<file path="config.mk">
export PLATFORM = sky130hd
export DESIGN_NAME = bus_arbiter
export DESIGN_NICKNAME = d
export VERILOG_FILES = /design/src/rtl/bus_arbiter.sv
export SDC_FILE = /design/constraint.sdc
export NUM_CORES = 1
export LEC_CHECK = 0
export ABC_AREA = 1
export CORE_ASPECT_RATIO = 1.5
export CORE_MARGIN = 1
export CORE_UTILIZATION = 30
export CTS_BUF_LIST = sky130_fd_sc_hd__clkbuf_4 sky130_fd_sc_hd__clkbuf_8
export DETAILED_ROUTE_END_ITERATION = 8
export DONT_BUFFER_PORTS = 1
export GPL_TIMING_DRIVEN = 0
export HOLD_SLACK_MARGIN = 0.06
export PLACE_DENSITY = 0.49
export SLEW_MARGIN = 25
export SYNTH_ARGS = -nofsm -noshare
export SYNTH_HDL_FRONTEND = slang
export SYNTH_SLANG_ARGS = --single-unit
</file>
<file path="constraint.sdc">
create_clock -name clk -period 1.6 [get_ports clk]
set_input_delay 0.4 -clock clk [delete_from_list [all_inputs] [get_ports clk]]
set_output_delay 0.4 -clock clk [all_outputs]
set_load 0.01 [all_outputs]
</file>
<file path="src/rtl/bus_arbiter.sv">
// Round-robin bus arbiter: grant is held from grant through beginTransaction..endTransaction, then rotates.
// Optional BUS_ARB_WATCHDOG_EN adds a BUSY-state watchdog that revokes a grant after WDT_CYCLES.
module bus_arbiter #(
   parameter int NUM_MASTERS   = 4,
   parameter int GRANT_TIMEOUT = 16,
   parameter int WDT_CYCLES    = 1024,
   localparam int IDW = (NUM_MASTERS > 1) ? $clog2(NUM_MASTERS) : 1
) (
   input  logic                   clk,
   input  logic                   rst_n,
   input  logic [NUM_MASTERS-1:0] arb_requests_i,
   output logic [NUM_MASTERS-1:0] arb_grants_o,
   output logic [IDW-1:0]         arb_owner_o,
   output logic                   arb_active_o,
   input  logic                   bus_beginTransaction_i,
   input  logic                   bus_endTransaction_i,
   input  logic                   bus_error_i,
   output logic                   arb_timeout_o,
   output logic                   wdt_error_o
);

   localparam int TW = $clog2(GRANT_TIMEOUT);

   if (NUM_MASTERS < 1 || NUM_MASTERS > 32 || GRANT_TIMEOUT < 2 || WDT_CYCLES < 2) begin : gBadParams
      $error("bus_arbiter: illegal parameter value");
   end

   typedef enum logic [1:0] {IDLE, GRANT, BUSY} stateT;

   stateT                  state, stateNext;
   logic [NUM_MASTERS-1:0] grants, grantsNext;
   logic [IDW-1:0]         owner, ownerNext;
   logic [IDW-1:0]         ptr, ptrNext;
   logic [TW-1:0]          tcnt, tcntNext;
   logic                   timeoutPulse, timeoutNext;
   logic                   reqFound;
   logic [IDW-1:0]         selIdx;
   logic                   dropGrant;
`ifdef BUS_ARB_WATCHDOG_EN
   localparam int WW = (WDT_CYCLES > 1) ? $clog2(WDT_CYCLES) : 1;
   logic [WW-1:0]          wcnt, wcntNext;
   logic                   wdtPulse, wdtNext;
`endif

   // Index base+offs wrapped into 0..NUM_MASTERS-1 (offs < NUM_MASTERS).
   function automatic logic [IDW-1:0] wrapIdx(input logic [IDW-1:0] base, input int offs);
      int s;
      s = int'(base) + offs;
      if (s >= NUM_MASTERS) s = s - NUM_MASTERS;
      return IDW'(s);
   endfunction

   always_comb begin
      reqFound = 1'b0;
      selIdx   = '0;
      for (int i = 0; i < NUM_MASTERS; i++) begin
         if (!reqFound && arb_requests_i[wrapIdx(ptr, i)]) begin
            reqFound = 1'b1;
            selIdx   = wrapIdx(ptr, i);
         end
      end
   end

   always_comb begin
      stateNext   = state;
      grantsNext  = grants;
      ownerNext   = owner;
      ptrNext     = ptr;
      tcntNext    = tcnt;
      timeoutNext = 1'b0;
      dropGrant   = 1'b0;
`ifdef BUS_ARB_WATCHDOG_EN
      wcntNext    = wcnt;
      wdtNext     = 1'b0;
`endif
      case (state)
         IDLE: begin
            if (reqFound) begin
               stateNext  = GRANT;
               grantsNext = NUM_MASTERS'(1) << selIdx;
               ownerNext  = selIdx;
               tcntNext   = '0;
            end
         end
         GRANT: begin
            tcntNext = tcnt + 1'b1;
            // begin outranks both a dropped request and the timeout
            if (bus_beginTransaction_i) begin
               stateNext = BUSY;
`ifdef BUS_ARB_WATCHDOG_EN
               wcntNext  = '0;
`endif
            end else if (!arb_requests_i[owner]) begin
               dropGrant = 1'b1;
            end else if (tcnt == TW'(GRANT_TIMEOUT - 1)) begin
               dropGrant   = 1'b1;
               timeoutNext = 1'b1;
            end
         end
         BUSY: begin
            if (bus_endTransaction_i || bus_error_i) begin
               dropGrant = 1'b1;
`ifdef BUS_ARB_WATCHDOG_EN
            end else if (wcnt == WW'(WDT_CYCLES - 1)) begin
               dropGrant = 1'b1;
               wdtNext   = 1'b1;
            end else begin
               wcntNext = wcnt + 1'b1;
`endif
            end
         end
         default: stateNext = IDLE;
      endcase
      if (dropGrant) begin
         stateNext  = IDLE;
         grantsNext = '0;
         ptrNext    = wrapIdx(owner, 1);
      end
   end

   always_ff @(posedge clk or negedge rst_n) begin
      if (!rst_n) begin
         state        <= IDLE;
         grants       <= '0;
         owner        <= '0;
         ptr          <= '0;
         tcnt         <= '0;
         timeoutPulse <= 1'b0;
`ifdef BUS_ARB_WATCHDOG_EN
         wcnt         <= '0;
         wdtPulse     <= 1'b0;
`endif
      end else begin
         state        <= stateNext;
         grants       <= grantsNext;
         owner        <= ownerNext;
         ptr          <= ptrNext;
         tcnt         <= tcntNext;
         timeoutPulse <= timeoutNext;
`ifdef BUS_ARB_WATCHDOG_EN
         wcnt         <= wcntNext;
         wdtPulse     <= wdtNext;
`endif
      end
   end

   assign arb_grants_o  = grants;
   assign arb_owner_o   = owner;
   assign arb_active_o  = (state != IDLE);
   assign arb_timeout_o = timeoutPulse;
`ifdef BUS_ARB_WATCHDOG_EN
   assign wdt_error_o   = wdtPulse;
`else
   assign wdt_error_o   = 1'b0;
`endif

   grantOneHot: assert property (@(posedge clk) disable iff (!rst_n) $onehot0(arb_grants_o));

endmodule

</file>
### Word level (Yosys, flattened, before mapping)

Index checks and enable logic that the tools add are counted.

* shift operators: 1
* reductions and logical operators: 16
* add/sub/neg operators: 10
* equal/unequal tests: 7
* order comparisons: 10
* muxes and demuxes: 40

Operator list (number)
* two-way mux 2 bit: 12
* two-way mux 1 bit: 16
* two-way mux 4 bit: 4
* less-than comparator 2 x 3 -> 1 bit, second input constant: 5
* greater-or-equal comparator 3 bit, second input constant: 4
* binary-select mux 1 bit (select 2 bit): 5
* subtractor 2 x 1 -> 2 bit, second input constant: 5
* one-hot mux 4 bit (2 select lines): 1
* nonzero test 2 bit: 4
* adder 2 x 1 -> 3 bit, second input constant: 2
* adder 2 x 2 -> 3 bit, second input constant: 2
* inequality test 3 bit, second input constant: 2
* one-hot mux 2 bit (3 select lines): 1
* AND reduction 2 bit: 3
* adder 4 x 1 -> 4 bit, second input constant: 1
* equality test 4 bit, second input constant: 1
* inequality test 2 bit, second input constant: 2
* left shift 1 x 2 -> 4 bit, first input constant: 1
* greater-or-equal comparator 2 x 3 -> 1 bit, second input constant: 1
* logical AND 1 bit: 3
* zero test 1 bit: 3
* AND reduction 3 bit: 1
* equality test 2 x 1 -> 1 bit, second input constant: 1
* equality test 2 bit, second input constant: 1
* other kinds (3): 3

* flip-flop bits (word level): 15
* output and inout bits: 9
* word-level logic and storage cells: 90
* bits of input ports: 9

### Logic depth before layout (Yosys ltp)

Gate-level depths: netlist of the first run.

* word-level depth: 18
* depth in mapped cells: 13
* gate-level depth less buffers: 13

### Least setup slack after synthesis of the first run

OpenSTA, ideal clock, no wires.

* kind: register to register
* from: register state[1]
* to: register grants[1], in the netlist arb_grants_o[1]
* arrival time: 1.502 ns
* period minus slack after synthesis: 1.618 ns
* stages on the path, launching flop included: 14
* buffers on the path: 0
* slack: -0.018 ns
* required time: 1.484 ns
* setup time: 0.116 ns
* cells stage by stage: dfrtp_1 inv_1 ha_1 inv_1 nor2_1 inv_1 nor2_1 nor2_1 nand2_1 nand2_2 nand4_1 inv_1 nand2_1 nand2_1

* word-level cells in the longest chain between the ends: 4
* elaborated cells between the ends (all ways): 8
* those cells by class: 2 x eq/ne; 2 x mux; 4 x reduce/logical

Ends and longest elaborated chain
* from (decl): RTL line 30 `stateT state, stateNext;`
* from (signal assigned): RTL line 134 `state <= stateNext;`
* equality test 2 bit or equality test 2 x 1 -> 1 bit (tied branches): RTL line 76 `case (state)`
* one-hot mux 1 bit (2 select lines): RTL line 76
* nonzero test 2 bit (no source line)
* AND reduction 2 bit (no source line)
* to (signal assigned): RTL line 135 `grants <= grantsNext;`
* to (decl): RTL line 31 `logic [NUM_MASTERS-1:0] grants, grantsNext;`

Parallel ways exist; a longest one is shown, timed or not.
A chain may end at the register's enable or synchronous reset.

### Worst setup path after layout of the first run

Same ends and word-level chain as after synthesis.

==> results of run 1 <==
-- layout make-up --
cell class              instances  area, um2  area share
plain buffers                   2      18.77     0.01281
flip-flops and latches         15      377.9      0.2579
multi-input cells             129      763.2      0.5209
clock buffers                   4      48.80     0.03330
repair buffers                 16      130.1     0.08881
well taps                      43      53.80     0.03672
inverters                      18      72.57     0.04953
-- per-layer routing --
layer / share of wire / GRT usage
met1: 0.40 / 0.1627
met2: 0.56 / 0.2595
met3: 0.022 / 0.01176
met4: 0.014 / 0.05526
met5: 0 / 0
-- cells by family (layout without fill, tap and decap cells) --
logic type | Yosys count | count (layout) | synth area share
AOI/OAI and AO/OA | 15 | 15 | 0.07952
xor gates and xnor gates | 2 | 2 | 0.01525
adders and majority gates | 5 | 5 | 0.05447
buffers and inverters | 20 | 40 | 0.07952
DFF | 15 | 15 | 0.3268
other | 1 | 1 | 0.003265
and+or+nand+nor | 106 | 106 | 0.4412
-- state kept, by name, indices dropped and copies added (netlist names) --
signal         flops
arb_grants_o       4
tcnt               4
arb_owner_o        2
ptr                2
state              2
arb_timeout_o      1
-- Yosys cell counts (2+ instances only) --
cell type / number / area (um2)
xor2_1: 2 / 17.52
nand3_2: 2 / 20.02
nor2_2: 3 / 18.77
a21oi_1: 3 / 15.01
ha_1: 5 / 62.56
inv_2: 3 / 11.26
nand3_1: 16 / 80.08
nor2_1: 11 / 41.29
dfrtp_1: 15 / 375.4
nand4_1: 2 / 12.51
o21ai_2: 2 / 17.52
nand2_2: 10 / 62.56
nand2_4: 3 / 33.78
nand2_1: 57 / 214.0
inv_1: 14 / 52.55
o21ai_0: 6 / 30.03
-- timing repair --
item / in CTS / in global routing
resized for setup: 6 / 23
setup buffers: 5 / 10
endpoints found under the setup margin: 9 / 14
pin swaps: 5 / 13
hold buffers: 1 / 0
hold endpoints to repair: 15 / 0
-- worst register-to-register path: stages (launching register included) --
cell     delay [ns]
dfrtp_1        0.40
inv_2          0.09
ha_4           0.13
inv_2          0.05
nor2_4         0.09
inv_1          0.06
nor2_2         0.10
nor2_1         0.07
nand2_2        0.08
nand2_4        0.08
nand4_1        0.14
inv_1          0.05
nand2_1        0.06
nand2_1        0.05
-- how the worst min path moves through the flow --
stage                                  end  depth (start not counted)  slack, ns
2_1_floorplan  arb_grants_o[0]$_DFFE_PN0P_                          0       0.10
3_3_place_gp   arb_grants_o[3]$_DFFE_PN0P_                          0       0.10
3_5_place_dp   arb_grants_o[1]$_DFFE_PN0P_                          0       0.11
4_1_cts            arb_timeout_o$_DFF_PN0_                          4       0.41
5_1_grt            arb_timeout_o$_DFF_PN0_                          4       0.54
6_report           arb_timeout_o$_DFF_PN0_                          4       0.51
-- through the flow --
stage | TNS, ns | std cells | util | setup slack, ns
2_1_floorplan | 0 | 164 | - | 0.03093
5_1_grt | -0.6417 | 227 | 0.3979 | -0.1131
3_5_place_dp | -1.007 | 207 | 0.3279 | -0.2200
3_3_place_gp | -1.078 | 207 | 0.3279 | -0.2247
6_report | 0 | 227 | 0.3979 | 0.04131
4_1_cts | -0.01946 | 217 | 0.3602 | -0.01946
-- cells in the final DEF (no fill, tap or decap), drive strengths merged --
cell         Yosys  layout
nor2            15      15
dlygate4sd3      0       1
inv             17      17
dfrtp           15      15
xor2             2       2
ha               5       5
a21boi           1       1
nand3           18      18
buf              2      17
conb             1       1
clkbuf           0       4
o21a             1       1
o21ai            9       9
nand2           70      70
clkinv           1       1
nand4            3       3
a21oi            4       4
-- where the power goes --
part	internal [mW]	switching (mW)	leakage, nW
clock	0.193	0.129	0.0262
sequential	0.539	0.187	0.190
combinational	0.888	1.33	0.539
total	1.62	1.65	0.756
==> results.md, run 1 <==
* Critical path, cell by cell: inv_2 -> ha_4 -> inv_2 -> nor2_4 -> inv_1 -> nor2_2 -> nor2_1 -> nand2_2 -> nand2_4 -> nand4_1 -> inv_1 -> nand2_1 -> nand2_1
* Fraction of layout cells with a size suffix above 1 at 0.3804
* Status: finished, final reports clean
* Worst slew margin at 0.5072
* Critical R2R Capture: arb_grants_o[1]$_DFFE_PN0P_
* DRC Markers at 0
* Post-route cell area at 1465 um2
* Peak VDD IR at 0.001042 V
* Setup Skew at 0.001018 ns
* CTS tree: built
* PD cells at 2233 nW/um2
* Io pins at 18
* Stages on the worst setup path at 13
* Gr ovfl total at 0
* Total number of vias at 1082
* Core area at 3682 um2
* CP Capture Type: register
* TritonRoute pass-1 iters at 4
* First-pass GRT wire length at 4409 um
* Reg-to-reg slack, setup at 0.04 ns
* RSZ-0062 raised after global routing: yes
* Largest net degree at the start of global routing at 16
* Critical Path AT at 1.70 ns
* Min-Delay Startpoint: arb_requests_i[2]
* Buffers and inverters on the worst path at 4
* Final nets at 199
* Slowest CP cell: dfrtp_1
* Row count at 27
* Clk sinks at 15
* Worst Path Required at 1.74 ns
* Final Hold Vio Count at 0
* DIE WIDTH at 52.52 um
* Top_reg_cell synth: dfrtp_1
* Syn avg cell area at 7.004 um2
* Die ar. at 4085 um2
* Asr flop ratio synth at 1.000
* DRT iter0 DRCs at 27
* Reg clk slew, reported paths at 0.06 ns
* Total GRT Usage at 0.1425
* EDFF count, synth at 0
* Hold_ws at 0.5103 ns
* Crit-path max cell delay at 0.40 ns
* Via/cell ratio at 4.767
* Gate Count Post-Synth at 164
* WL per Instance at 12.32 um
* Post-Syn Nets at 178
* Area Overhead vs Synth at 27.56%
* Slew Viols, Final at 0
* Max cap viols at 0
* Worst r2r src: state[1]$_DFFE_PN0P_
* Routability cong. at 0.7497
* Crit path capture: arb_grants_o[1]$_DFFE_PN0P_
* N_diodes at 0
* Worst-Margin Slew at 0.7367 ns
* Port Buffer Count at 0
* Vias in the first global route at 1006
* Minimum clock period at 1.559 ns
* Distinct cells, synth at 26
* Max frequency at 641.6 MHz
* Post-DP HPWL at 1990 um
* Leak pwr at 0.7557 nW
* Yosys reg bits at 15
* Initial Util at 0.3119
* Dpl cell area at 1207 um2
* H-Tree Depth at 1
* Critical path launch point type: register
* CP Launch Point: state[1]$_DFFE_PN0P_
* Crit Path Class: register to register
* Sequential element share of the synthesized area at 0.3268
* Crit share post-route at 0.9742
* Initial antenna violation count at 0
* Detailed Route WL at 2797 um
* Syn. warnings at 0
* Clock latency on the worst-skew pair at 0.24 ns
* CP max FO at 6
* Worst r2r path cells at 13
* Die Span Y at 77.78 um
* Final Power at 3.271 mW
* CTS Buffer Depth at 2
* CTS buffer count at 3
* Hold Crit Class: input port to register
* Post-Syn Area at 1149 um2
* Antenna viol nets, final at 0
* CTS Root Cell: clkbuf_8
* # setup viols final at 0
* Filler Cells Inserted at 385
* Top delay family on crit path: simple AND/OR/NAND/NOR gates
No activity file was read; power rests on OpenSTA's default activity.
==> run 2, diff against run 1 <==
--- a/config.mk
+++ b/config.mk
@@ -10,6 +10,7 @@
 export CORE_MARGIN = 1
 export CORE_UTILIZATION = 30
 export CTS_BUF_LIST = sky130_fd_sc_hd__clkbuf_4 sky130_fd_sc_hd__clkbuf_8
+export CTS_CLUSTER_DIAMETER = 60
 export DETAILED_ROUTE_END_ITERATION = 8
 export DONT_BUFFER_PORTS = 1
 export GPL_TIMING_DRIVEN = 0
==> results of run 2 <==
No change in the layout: final DEF, timing and power equal those of run 1.
